File: config.mk
export PLATFORM = sky130hd
export DESIGN_NAME = uart_rx_cfg
export DESIGN_NICKNAME = d
export VERILOG_FILES = /design/src/rtl/uart_pkg.sv /design/src/rtl/uart_rx_fifo.sv /design/src/rtl/uart_rx_cfg.sv
export SDC_FILE = /design/constraint.sdc
export NUM_CORES = 1
export LEC_CHECK = 0
export BUFFER_PORTS_ARGS = -buffer_cell sky130_fd_sc_hd__buf_2
export CELL_PAD_IN_SITES_DETAIL_PLACEMENT = 0
export CELL_PAD_IN_SITES_GLOBAL_PLACEMENT = 1
export CORE_MARGIN = 2
export CORE_UTILIZATION = 47
export CTS_BUF_LIST = sky130_fd_sc_hd__clkbuf_4 sky130_fd_sc_hd__clkbuf_8
export DETAILED_ROUTE_END_ITERATION = 6
export PLACE_DENSITY = 0.82
export SLEW_MARGIN = 40
export SYNTH_ARGS = -nofsm -noshare
export SYNTH_HDL_FRONTEND = slang
export SYNTH_SLANG_ARGS = --single-unit
File: constraint.sdc
create_clock -name i_uart_clk -period 1.97 [get_ports i_uart_clk]
set_input_delay 0.197 -clock i_uart_clk [delete_from_list [all_inputs] [get_ports i_uart_clk]]
set_output_delay 0.197 -clock i_uart_clk [all_outputs]
set_load 0.05 [all_outputs]
File: src/rtl/uart_pkg.sv
// Definitions shared by the UART receiver and transmitter: FSM state encoding,
// parity-mode constants and the 2-of-3 majority vote used for bit sampling.
package uart_pkg;

  typedef enum logic [2:0] {
    IDLE       = 3'd0,
    START      = 3'd1,
    DATA       = 3'd2,
    PARITY     = 3'd3,
    STOP       = 3'd4,
    BREAK_WAIT = 3'd5
  } uart_state_e;

  localparam int unsigned PARITY_NONE = 0;
  localparam int unsigned PARITY_EVEN = 1;
  localparam int unsigned PARITY_ODD  = 2;

  function automatic logic maj3(input logic a, input logic b, input logic c);
    return (a & b) | (a & c) | (b & c);
  endfunction

endpackage

File: src/rtl/uart_rx_fifo.sv
// First-word-fall-through receive FIFO; a push into a full FIFO succeeds only
// when a pop frees a slot in the same cycle.
module uart_rx_fifo #(
  parameter int unsigned WIDTH = 8,
  parameter int unsigned DEPTH = 4
) (
  input  logic                     clk,
  input  logic                     rst_n,
  input  logic                     push,
  input  logic [WIDTH-1:0]         wdata,
  input  logic                     pop,
  output logic [WIDTH-1:0]         rdata,
  output logic                     full,
  output logic                     empty,
  output logic [$clog2(DEPTH):0]   count
);

  localparam int unsigned AW   = $clog2(DEPTH);
  localparam int unsigned CNTW = AW + 1;

  logic [WIDTH-1:0] mem_q [DEPTH];
  logic [AW-1:0]    wr_ptr_q, wr_ptr_d;
  logic [AW-1:0]    rd_ptr_q, rd_ptr_d;
  logic [CNTW-1:0]  count_q, count_d;
  logic             do_push, do_pop;

  assign full  = (count_q == CNTW'(DEPTH));
  assign empty = (count_q == '0);
  assign count = count_q;
  // Gating on empty keeps the head at zero after reset without resetting the array.
  assign rdata = empty ? '0 : mem_q[rd_ptr_q];

  always_comb begin
    do_pop   = pop && !empty;
    do_push  = push && (!full || do_pop);
    wr_ptr_d = wr_ptr_q;
    rd_ptr_d = rd_ptr_q;
    count_d  = count_q;
    if (do_push) wr_ptr_d = wr_ptr_q + AW'(1);
    if (do_pop)  rd_ptr_d = rd_ptr_q + AW'(1);
    case ({do_push, do_pop})
      2'b10:   count_d = count_q + CNTW'(1);
      2'b01:   count_d = count_q - CNTW'(1);
      default: count_d = count_q;
    endcase
  end

  always_ff @(posedge clk or negedge rst_n) begin
    if (!rst_n) begin
      wr_ptr_q <= '0;
      rd_ptr_q <= '0;
      count_q  <= '0;
    end else begin
      wr_ptr_q <= wr_ptr_d;
      rd_ptr_q <= rd_ptr_d;
      count_q  <= count_d;
    end
  end

  always_ff @(posedge clk) begin
    if (do_push) mem_q[wr_ptr_q] <= wdata;
  end

endmodule

File: src/rtl/uart_rx_cfg.sv
// Configurable UART receiver: synchronised line, 3-sample majority per bit,
// optional parity, 1/2 stop bits, break handling and a FWFT receive FIFO.
module uart_rx_cfg
  import uart_pkg::*;
#(
  parameter int unsigned BAUD_MULT   = 139,
  parameter int unsigned DATA_BITS   = 8,
  parameter int unsigned PARITY_MODE = PARITY_NONE,
  parameter int unsigned STOP_BITS   = 1,
  parameter int unsigned FIFO_DEPTH  = 4
) (
  input  logic                          i_uart_clk,
  input  logic                          i_rst_n,
  input  logic                          i_rx_data,
  output logic [DATA_BITS-1:0]          o_byte_out,
  output logic                          o_data_valid,
  input  logic                          i_rx_ready,
  output logic                          o_rx_active,
  output logic                          o_frame_err,
  output logic                          o_parity_err,
  output logic                          o_overrun,
  input  logic                          i_err_clr,
  output logic [$clog2(FIFO_DEPTH):0]   o_fifo_count,
  output logic                          o_dbg_state
);

  localparam int unsigned CW       = $clog2(BAUD_MULT);
  localparam int unsigned MID      = BAUD_MULT >> 1;
  localparam logic [CW-1:0] CNT_LAST = CW'(BAUD_MULT - 1);
  localparam logic [CW-1:0] CNT_S0   = CW'(MID - 1);
  localparam logic [CW-1:0] CNT_S1   = CW'(MID);
  localparam logic [CW-1:0] CNT_S2   = CW'(MID + 1);
  localparam logic [2:0]    DATA_LAST = 3'(DATA_BITS - 1);
  localparam logic [2:0]    STOP_LAST = 3'(STOP_BITS - 1);
  localparam logic          PAR_ODD   = (PARITY_MODE == PARITY_ODD);

  logic                 rx_meta_q, rx_sync_q, rx_prev_q;
  uart_state_e          state_q, state_d;
  logic [CW-1:0]        cnt_q, cnt_d;
  logic [2:0]           bit_cnt_q, bit_cnt_d;
  logic [1:0]           smp_q, smp_d;
  logic [DATA_BITS-1:0] shift_q, shift_d;
  logic                 par_bad_q, par_bad_d;
  logic                 push_q, push_d;
  logic                 frame_err_q, frame_err_d;
  logic                 parity_err_q, parity_err_d;
  logic                 overrun_q, overrun_d;

  logic                 maj, at_s2, at_last;
  logic                 frame_set, parity_set, overrun_set;
  logic                 fifo_full, fifo_empty, fifo_pop;

  always_comb begin
    state_d    = state_q;
    cnt_d      = cnt_q;
    bit_cnt_d  = bit_cnt_q;
    smp_d      = smp_q;
    shift_d    = shift_q;
    par_bad_d  = par_bad_q;
    push_d     = 1'b0;
    frame_set  = 1'b0;
    parity_set = 1'b0;
    maj        = maj3(smp_q[0], smp_q[1], rx_sync_q);
    at_s2      = (cnt_q == CNT_S2);
    at_last    = (cnt_q == CNT_LAST);

    if (state_q inside {START, DATA, PARITY, STOP}) begin
      cnt_d = at_last ? '0 : cnt_q + CW'(1);
      if (cnt_q == CNT_S0) smp_d[0] = rx_sync_q;
      if (cnt_q == CNT_S1) smp_d[1] = rx_sync_q;
    end

    case (state_q)
      IDLE: begin
        if (rx_prev_q && !rx_sync_q) begin
          state_d   = START;
          cnt_d     = '0;
          bit_cnt_d = '0;
          par_bad_d = 1'b0;
        end
      end
      START: begin
        if (at_s2 && maj) state_d = IDLE;
        else if (at_last) state_d = DATA;
      end
      DATA: begin
        if (at_s2) shift_d = {maj, shift_q[DATA_BITS-1:1]};
        if (at_last) begin
          bit_cnt_d = bit_cnt_q + 3'd1;
          if (bit_cnt_q == DATA_LAST) begin
            bit_cnt_d = '0;
            state_d   = (PARITY_MODE != PARITY_NONE) ? PARITY : STOP;
          end
        end
      end
      PARITY: begin
        if (at_s2 && (((^shift_q) ^ maj) != PAR_ODD)) begin
          parity_set = 1'b1;
          par_bad_d  = 1'b1;
        end
        if (at_last) state_d = STOP;
      end
      STOP: begin
        // Good frames leave a half bit early so a back-to-back start edge is seen.
        if (at_s2 && !maj) begin
          frame_set = 1'b1;
          state_d   = BREAK_WAIT;
          cnt_d     = '0;
        end else if (at_s2 && (bit_cnt_q == STOP_LAST)) begin
          push_d  = !par_bad_q;
          state_d = IDLE;
        end else if (at_last) begin
          bit_cnt_d = bit_cnt_q + 3'd1;
        end
      end
      BREAK_WAIT: begin
        if (!rx_sync_q) begin
          cnt_d = '0;
        end else if (at_last) begin
          cnt_d   = '0;
          state_d = IDLE;
        end else begin
          cnt_d = cnt_q + CW'(1);
        end
      end
      default: state_d = IDLE;
    endcase

    overrun_set  = push_q && fifo_full && !fifo_pop;
    frame_err_d  = i_err_clr ? 1'b0 : (frame_err_q  | frame_set);
    parity_err_d = i_err_clr ? 1'b0 : (parity_err_q | parity_set);
    overrun_d    = i_err_clr ? 1'b0 : (overrun_q    | overrun_set);
  end

  always_ff @(posedge i_uart_clk or negedge i_rst_n) begin
    if (!i_rst_n) begin
      rx_meta_q    <= 1'b1;
      rx_sync_q    <= 1'b1;
      rx_prev_q    <= 1'b1;
      state_q      <= IDLE;
      cnt_q        <= '0;
      bit_cnt_q    <= '0;
      smp_q        <= '1;
      shift_q      <= '0;
      par_bad_q    <= 1'b0;
      push_q       <= 1'b0;
      frame_err_q  <= 1'b0;
      parity_err_q <= 1'b0;
      overrun_q    <= 1'b0;
    end else begin
      rx_meta_q    <= i_rx_data;
      rx_sync_q    <= rx_meta_q;
      rx_prev_q    <= rx_sync_q;
      state_q      <= state_d;
      cnt_q        <= cnt_d;
      bit_cnt_q    <= bit_cnt_d;
      smp_q        <= smp_d;
      shift_q      <= shift_d;
      par_bad_q    <= par_bad_d;
      push_q       <= push_d;
      frame_err_q  <= frame_err_d;
      parity_err_q <= parity_err_d;
      overrun_q    <= overrun_d;
    end
  end

  assign fifo_pop = !fifo_empty && i_rx_ready;

  uart_rx_fifo #(
    .WIDTH (DATA_BITS),
    .DEPTH (FIFO_DEPTH)
  ) u_fifo (
    .clk   (i_uart_clk),
    .rst_n (i_rst_n),
    .push  (push_q),
    .wdata (shift_q),
    .pop   (fifo_pop),
    .rdata (o_byte_out),
    .full  (fifo_full),
    .empty (fifo_empty),
    .count (o_fifo_count)
  );

  assign o_data_valid = !fifo_empty;
  assign o_rx_active  = state_q inside {START, DATA, PARITY, STOP};
  assign o_dbg_state  = (state_q == IDLE);
  assign o_frame_err  = frame_err_q;
  assign o_parity_err = parity_err_q;
  assign o_overrun    = overrun_q;

endmodule

==> results.md, run 1 <==
* CTS buffer count at 9
* Dpl hpwl at 4560 um
* Final worst slack at -0.0318 ns
* Maximum number of pins on one net before global-route repair at 37
* First-pass GRT wire length at 11200 um
* Max cap viols at 0
* Antenna Violating Nets Remaining at 0
* Violated checks: setup timing
* Max VDD drop at 647 uV
* Std cell rows at 31
* Post-route non-filler standard cell count at ~440
* Crit path largest cell delay at 0.41 ns
* Net Sw Power at ~0.0011 W
* Crit-path cells: inv_2 -> ha_1 -> or3b_4 -> buf_4 -> nor2_4 -> nand2_2 -> a21oi_4 -> mux2_4
* Family with the most delay on the worst path: simple AND/OR/NAND/NOR gates
* Synth Flop Type: dfrtp_1
* Buf/Inv on CP at 2
* First-pass DRT Iterations at 4
* Routed via count at 2246
* Synth Instances at ~270
* N_diodes at 0
* Setup TNS at -0.0505 ns
* DIE AREA at 0.00819 mm2
* Power Density at 840 mW/mm2
* Highest clock rate at about 500 MHz
* CTS tree: built
* Initial core utilization at 48.5%
* Syn avg cell area at 13.2 um2
* Worst Tran Pin Value at approximately 0.51 ns
* Wire per inst at 15.1 um
* Clock Latency Late Sink at around 0.34 ns
* GRT overflow at 0
* Tot GR Track Use at 17.4%
* Ranking of synthesized cells by area: edfxtp_1 (27%), dfrtp_1 (24%), mux4_2 (5.1%), ha_1 (4.3%), dfstp_2 (3.7%)
* Vias in the first global route at 2289
* Ys Warns at 0
* Hold Fails Final Rpt at 0
* Leading area contributor after synthesis: edfxtp_1
* Slew Viols, Final at 0
* Design Area, Final at 0.00444 mm2
* Wire length after detailed routing at 6600 um
* Placed insts at 412
* Max Buffers Root-to-Sink at 2
* Worst Path Class, Setup: flip-flop to flip-flop
* Leakage at about 1.9 nW
* Top-count cell post-synth: dfrtp_1
* Clock skew at 0.0130 ns
* Post-layout min period at between 2 and 2.5 ns
* Drt drc at 0
* Core Util, Final at 61.3%
* Commonest cells post-synth: dfrtp_1 (34), edfxtp_1 (32), nand2_1 (25)
* FF+latch count, synth at 71
* Rel. slew slack at 65.9%
* I/O pins at 22
* Die H at between 90 and 100 um
* Seq/Total Area, Yosys at between 50% and 60%
* Sink Count at 71
* Worst path required time at 2.20 ns
* Core area at around 0.0073 mm2
* Synthesis-to-finish area growth at 26.4%
* Worst path arrival time at about 2.2 ns
* Htree depth at 3
* Vias per cell at a little over 5
* Placed Area at between 0.003 and 0.004 mm2
* Synth top area share at 27.3%
* Initial antenna violation count at 0
* Run status: complete, but fails checks
* Crit Path Max Fanout at 5
* Post-route clock period utilization at 102%
* Worst Hold Class: input port to flip-flop
* EDFF count, synth at 32
* Port Buffers at 21
* Root Driver: clkbuf_8
* RD Place Congestion at 0.842
* Clock Power Share at a little under a third
* Critical path's slowest cell: or3b_4
* Mapped cell area at 0.00352 mm2
* Worst-path clk slew at ~0.08 ns
* CP Launch Type: flip-flop
* Comb pwr share at 24.9%
* Final setup viols at 4
* Distinct cells, synth at 60
* Ys async rst share at 54.9%
* Worst Setup End Kind: flip-flop
* RSZ-0062 raised after global routing: true
* Sequential Power Share at 44.8%
* Die X-Extent at slightly above 90 um
* Sw Ratio at 30.2%
* DR iter-0 viols at between 60 and 70
* Layout cells sized above 1 at a little over two fifths
* Int Pwr at 0.00261 W
* # nets final at about 350
* Syn nets at 285
## flip-flops by register name (all words and copies together) (netlist names), 2 cells and up
| name | cells |
|---|---|
| cnt_q | 8 |
| u_fifo.count | 3 |
| state_q | 3 |
| u_fifo.mem_q | 32 |
| smp_q | 2 |
| bit_cnt_q | 3 |
| shift_q | 8 |
| u_fifo.wr_ptr_q | 2 |
| u_fifo.rd_ptr_q | 2 |
## through the flow
step           setup slack (ns)  total power [W]  hold slack [ns]
2_1_floorplan            -0.243          0.00225          -0.0986
3_3_place_gp             -0.105          0.00250            0.306
3_5_place_dp             -0.130          0.00251            0.306
4_1_cts                -0.00645          0.00370          0.00938
5_1_grt                  -0.126          0.00394           0.0335
6_report                -0.0318          0.00373           0.0234
## timing repair
item,in CTS,in global routing
resized for setup,22,30
endpoints found under the setup margin,28,30
gates cloned,0,1
hold endpoints to repair,35,0
buffers inserted,3,5
pin swaps,5,10
hold buffers,2,0
## cell usage in the layout (no fill, tap or decap), drive strengths merged, types with 4 or more instances in the layout
cell type / n
dfrtp: 34
mux4: 8
a21oi: 7
clkbuf: 10
nor2b: 4
mux2: 10
ha: 12
and2: 15
nand2: 25
buf: 62
xnor2: 10
nand3: 5
edfxtp: 32
a31oi: 6
nor2: 13
o21ai: 11
inv: 15
dfstp: 5
## cell families (layout without fill, tap and decap cells)
kind of cell / Yosys count / count (layout) / synth area share, %
AND/OR/NAND/NOR: 82 / 82 / 13.7
flip-flops: 71 / 71 / 55.3
AO/OA/AOI/OAI: 42 / 42 / 9.86
buffers and inverters: 23 / 95 / 2.85
multiplexers: 21 / 21 / 9.29
adder cells (fa/ha/maj): 14 / 14 / 5.12
XOR/XNOR: 14 / 14 / 3.88
## worst register-to-register path, stage by stage, from the launching register on
cell and delay, ns:
dfrtp_1 0.40, inv_2 0.07, ha_1 0.13, or3b_4 0.41, buf_4 0.16, nor2_4 0.17
nand2_2 0.09, a21oi_4 0.16, mux2_4 0.31
## routing by layer
layer	track usage (%)	routed length, um	part of all wire, %
met5	0	0	0
met4	4.87	67	1.0
met3	4.51	225	3.4
met2	28.7	3410	52
met1	22.7	2900	44
## power by group through the flow
stage	clock [W]	sequential [W]	combinational (W)
global route	0.00124	0.00168	0.00102
floorplan	0	0.00169	0.000555
CTS	0.00116	0.00167	0.000878
finish	0.00113	0.00167	0.000930
global placement	0	0.00170	0.000802
detailed placement	0	0.00170	0.000813
## final cells by class
cell class,count,area [um2]
Clock inverter,7,71.3
Clock buffer,9,124
Multi-Input combinational cell,173,1570
Timing Repair Buffer,65,552
Fill cell,599,2810
Sequential cell,71,1950
Inverter,14,52.6
Tap cell,99,124
## final timing paths
kind | slack (ns) | end | from | cells past startpoint
max reg2reg | -0.03 | bit_cnt_q[2] | cnt_q[0] | 8
min | 0.02 | o_overrun | i_err_clr | 2
min in group asynchronous | 0.35 | bit_cnt_q[1] | i_rst_n | 2
max | -0.03 | bit_cnt_q[2] | cnt_q[0] | 8
max in group asynchronous | 1.09 | smp_q[0] | i_rst_n | 3
min reg2reg | 0.36 | rx_sync_q | rx_meta_q | 0
Power figures use the tool's default switching activity.
==> inputs of run 2 (changes only) <==
--- a/config.mk
+++ b/config.mk
@@ -8,11 +8,13 @@
 export BUFFER_PORTS_ARGS = -buffer_cell sky130_fd_sc_hd__buf_2
 export CELL_PAD_IN_SITES_DETAIL_PLACEMENT = 0
 export CELL_PAD_IN_SITES_GLOBAL_PLACEMENT = 1
+export CORE_ASPECT_RATIO = 1.75
 export CORE_MARGIN = 2
 export CORE_UTILIZATION = 47
 export CTS_BUF_LIST = sky130_fd_sc_hd__clkbuf_4 sky130_fd_sc_hd__clkbuf_8
 export DETAILED_ROUTE_END_ITERATION = 6
 export PLACE_DENSITY = 0.82
+export REMOVE_ABC_BUFFERS = 1
 export SLEW_MARGIN = 40
 export SYNTH_ARGS = -nofsm -noshare
 export SYNTH_HDL_FRONTEND = slang
==> run 2 against run 1 <==
The run still ends with setup timing left. Register-to-register slack improved by 0.02 ns. Critical endpoint unchanged. Cell count fell by 2.5%. Clock skew fell by 0.0028 ns. Worst hold slack improved by 0.0010 ns. Count of clock-buffer cells in the layout did not move. Largest cell class unchanged. Critical path type unchanged. Die area rose by 0.33%.
==> results.md, run 2 (synthesis gave the netlist of run 1 again) <==
* Sink Count at 71 (unchanged)
* Most common cell after layout, fill and taps aside: buf_4 (unchanged)
* Worst reg2reg setup slack at -0.02 ns (was -0.03 ns)
* Worst path required time at 2.21 ns (was 2.20 ns)
* Max VDD drop at 986 uV (was 647 uV)
* Biggest regs: u_fifo.mem_q (32), cnt_q (8), shift_q (8) (unchanged)
* Post-layout min period at 1.99 ns (was 2.00 ns)
* Worst path arrival time at 2.22 ns (was 2.23 ns)
* Antenna Violating Nets Remaining at 0 (unchanged)
* Run status: complete, but fails checks (unchanged)
* Core area at 0.00723 mm2 (was 0.00725 mm2)
* Worst-path clk slew at 0.08 ns (about the same)
* CP Launch Type: flip-flop (unchanged)
* Final worst slack at -0.0163 ns (was -0.0318 ns)
* Std cell rows at 41 (was 31)
* DR iter-0 viols at 101 (was 68)
* Violated checks: setup timing (unchanged)
* Initial antenna violation count at 0 (unchanged)
* CTS buffer count at 9 (unchanged)
* Highest clock rate at 503 MHz (was 500 MHz)
* Tot GR Track Use at 17.9% (was 17.4%)
* Post-route clock period utilization at 101% (was 102%)
* Crit-path cells: inv_2 -> ha_1 -> or3b_1 -> buf_6 -> nor2_4 -> nand2_2 -> a21oi_4 -> mux2_4 (was inv_2 -> ha_1 -> or3b_4 -> buf_4 -> nor2_4 -> nand2_2 -> a21oi_4 -> mux2_4)
* Max cap viols at 0 (unchanged)
* Initial core utilization at 48.6% (was 48.5%)
* Rel. slew slack at 65.1% (was 65.9%)
* Crit. Startpoint: cnt_q[0] (unchanged)
* Vias in the first global route at 2458 (was 2289)
* Layout cells sized above 1 at 42.2% (was 43.7%)
* Crit path depth at 8 (unchanged)
* Worst Path Class, Setup: flip-flop to flip-flop (unchanged)
* Worst Setup End Kind: flip-flop (unchanged)
* GRT overflow at 0 (unchanged)
* Worst Tran Pin Value at 0.518 ns (was 0.512 ns)
* Final setup viols at 2 (was 4)
* First-pass GRT wire length at 11200 um (about the same)
* I/O pins at 22 (unchanged)
* Dpl hpwl at 5120 um (was 4560 um)
* Worst reg2reg path depth at 8 (unchanged)
* Die X-Extent at 69.4 um (was 90.5 um)
* Power Density at 836 mW/mm2 (was 840 mW/mm2)
* Hold_ws at 0.0245 ns (was 0.0234 ns)
* RSZ-0062 raised after global routing: true (unchanged)
* DIE AREA at 0.00822 mm2 (was 0.00819 mm2)
* Family with the most delay on the worst path: simple AND/OR/NAND/NOR gates (unchanged)
* Crit path to: bit_cnt_q[2] (unchanged)
* # nets final at 354 (was 352)
* RD Place Congestion at 0.816 (was 0.842)
* Buf/Inv on CP at 2 (unchanged)
* Routed via count at 2308 (was 2246)
* Vias per cell at 5.41 (was 5.13)
* Leakage at 1.91 nW (was 1.88 nW)
* Crit Path Max Fanout at 7 (was 5)
* Synthesis-to-finish area growth at 27.1% (was 26.4%)
* Critical path's slowest cell: dfrtp_1 (was or3b_4)
* First-pass DRT Iterations at 4 (unchanged)
* Maximum number of pins on one net before global-route repair at 19 (was 37)
* R2R Path End: bit_cnt_q[2] (unchanged)
* Clock Latency Late Sink at 0.35 ns (was 0.34 ns)
* Crit path largest cell delay at 0.39 ns (was 0.41 ns)
* Slew Viols, Final at 0 (unchanged)
* Max reg flops at 32 (unchanged)
* Most frequent cells in the layout: buf_4 (39), dfrtp_1 (34), edfxtp_1 (32), nand2_1 (22) (was buf_4 (34), edfxtp_1 (32), dfrtp_1 (30), nand2_1 (24), buf_6 (13))
* Die H at 118 um (was 90.5 um)
* Max Buffers Root-to-Sink at 2 (unchanged)
* Wire length after detailed routing at 6960 um (was 6600 um)
* Port Buffers at 21 (unchanged)
* N_diodes at 0 (unchanged)
* Reg with most FFs: u_fifo.mem_q (unchanged)
* Root Driver: clkbuf_8 (unchanged)
* Drt drc at 0 (unchanged)
* Core Util, Final at 61.8% (was 61.3%)
* Worst Hold Class: input port to flip-flop (unchanged)
* CTS tree: built (unchanged)
* Clock skew at 0.0102 ns (was 0.0130 ns)
* Reg-to-reg startpoint: cnt_q[0] (unchanged)
* Hold Fails Final Rpt at 0 (unchanged)
* Htree depth at 3 (unchanged)
* Wire per inst at 16.3 um (was 15.1 um)
==> run 2: cell count changes in the layout (fill, tap and decap cells not counted), sizes merged <==
cell,before,now
clkinvlp,3,2
inv,15,14
buf,62,64
clkinv,2,4
==> run 2: power by group <==
| part | internal, W | switching [W] | total (W) |
|---|---|---|---|
| clock network | 0.000572 | 0.000536 | 0.00111 |
| registers | 0.00161 | 0.0000679 | 0.00167 |
| logic | 0.000412 | 0.000542 | 0.000954 |
==> run 2: layout make-up <==
class | instances | area [um2]
Clock buffer | 9 | 124
Clock inverter | 7 | 63.8
Fill cell | 562 | 2770
Inverter | 14 | 52.6
Multi-Input combinational cell | 173 | 1600
Sequential cell | 71 | 1940
Tap cell | 86 | 108
Timing Repair Buffer | 67 | 578
==> run 2: per-stage QoR <==
stage / power (W) / setup TNS (ns) / std cells / worst slack (ns) / instance area (um2)
2_1_floorplan: 0.00221 / -2.63 / 258 / -0.570 / 3470
3_3_place_gp: 0.00251 / -0.112 / 402 / -0.0759 / 3960
3_5_place_dp: 0.00253 / -0.329 / 402 / -0.137 / 3960
4_1_cts: 0.00367 / -0.0548 / 421 / -0.0277 / 4200
5_1_grt: 0.00390 / -0.658 / 427 / -0.0994 / 4470
6_report: 0.00374 / -0.0287 / 427 / -0.0163 / 4470
==> run 2: layer usage <==
metal	vias to the layer above	wire (um)	global-route usage, %
met5	-	0	0
met4	0	236	12.0
met3	18	158	3.32
met1	1154	2400	16.4
li1	1104	-	-
met2	32	4170	34.2
==> run 2: worst min-delay path by stage <==
stage / slack (ns) / end / from / depth (start not counted)
final: 0.02 / o_frame_err / i_err_clr / 2
after global routing: 0.03 / o_frame_err / i_err_clr / 2
after CTS: 0.01 / o_frame_err / i_err_clr / 2
after detailed placement: 0.15 / par_bad_q / i_rst_n / 1
after global placement: 0.14 / par_bad_q / i_rst_n / 1
after floorplan: -0.1 / bit_cnt_q[0] / i_rst_n / 0
==> run 2: repair_timing <==
action | 4_1_cts | 5_1_grt
endpoints found under the hold margin | 12 | 0
setup endpoints to repair | 16 | 30
pin swaps | 5 | 19
gates resized for setup | 6 | 66
gates cloned | 0 | 1
buffers inserted | 1 | 5
hold buffers | 2 | 0
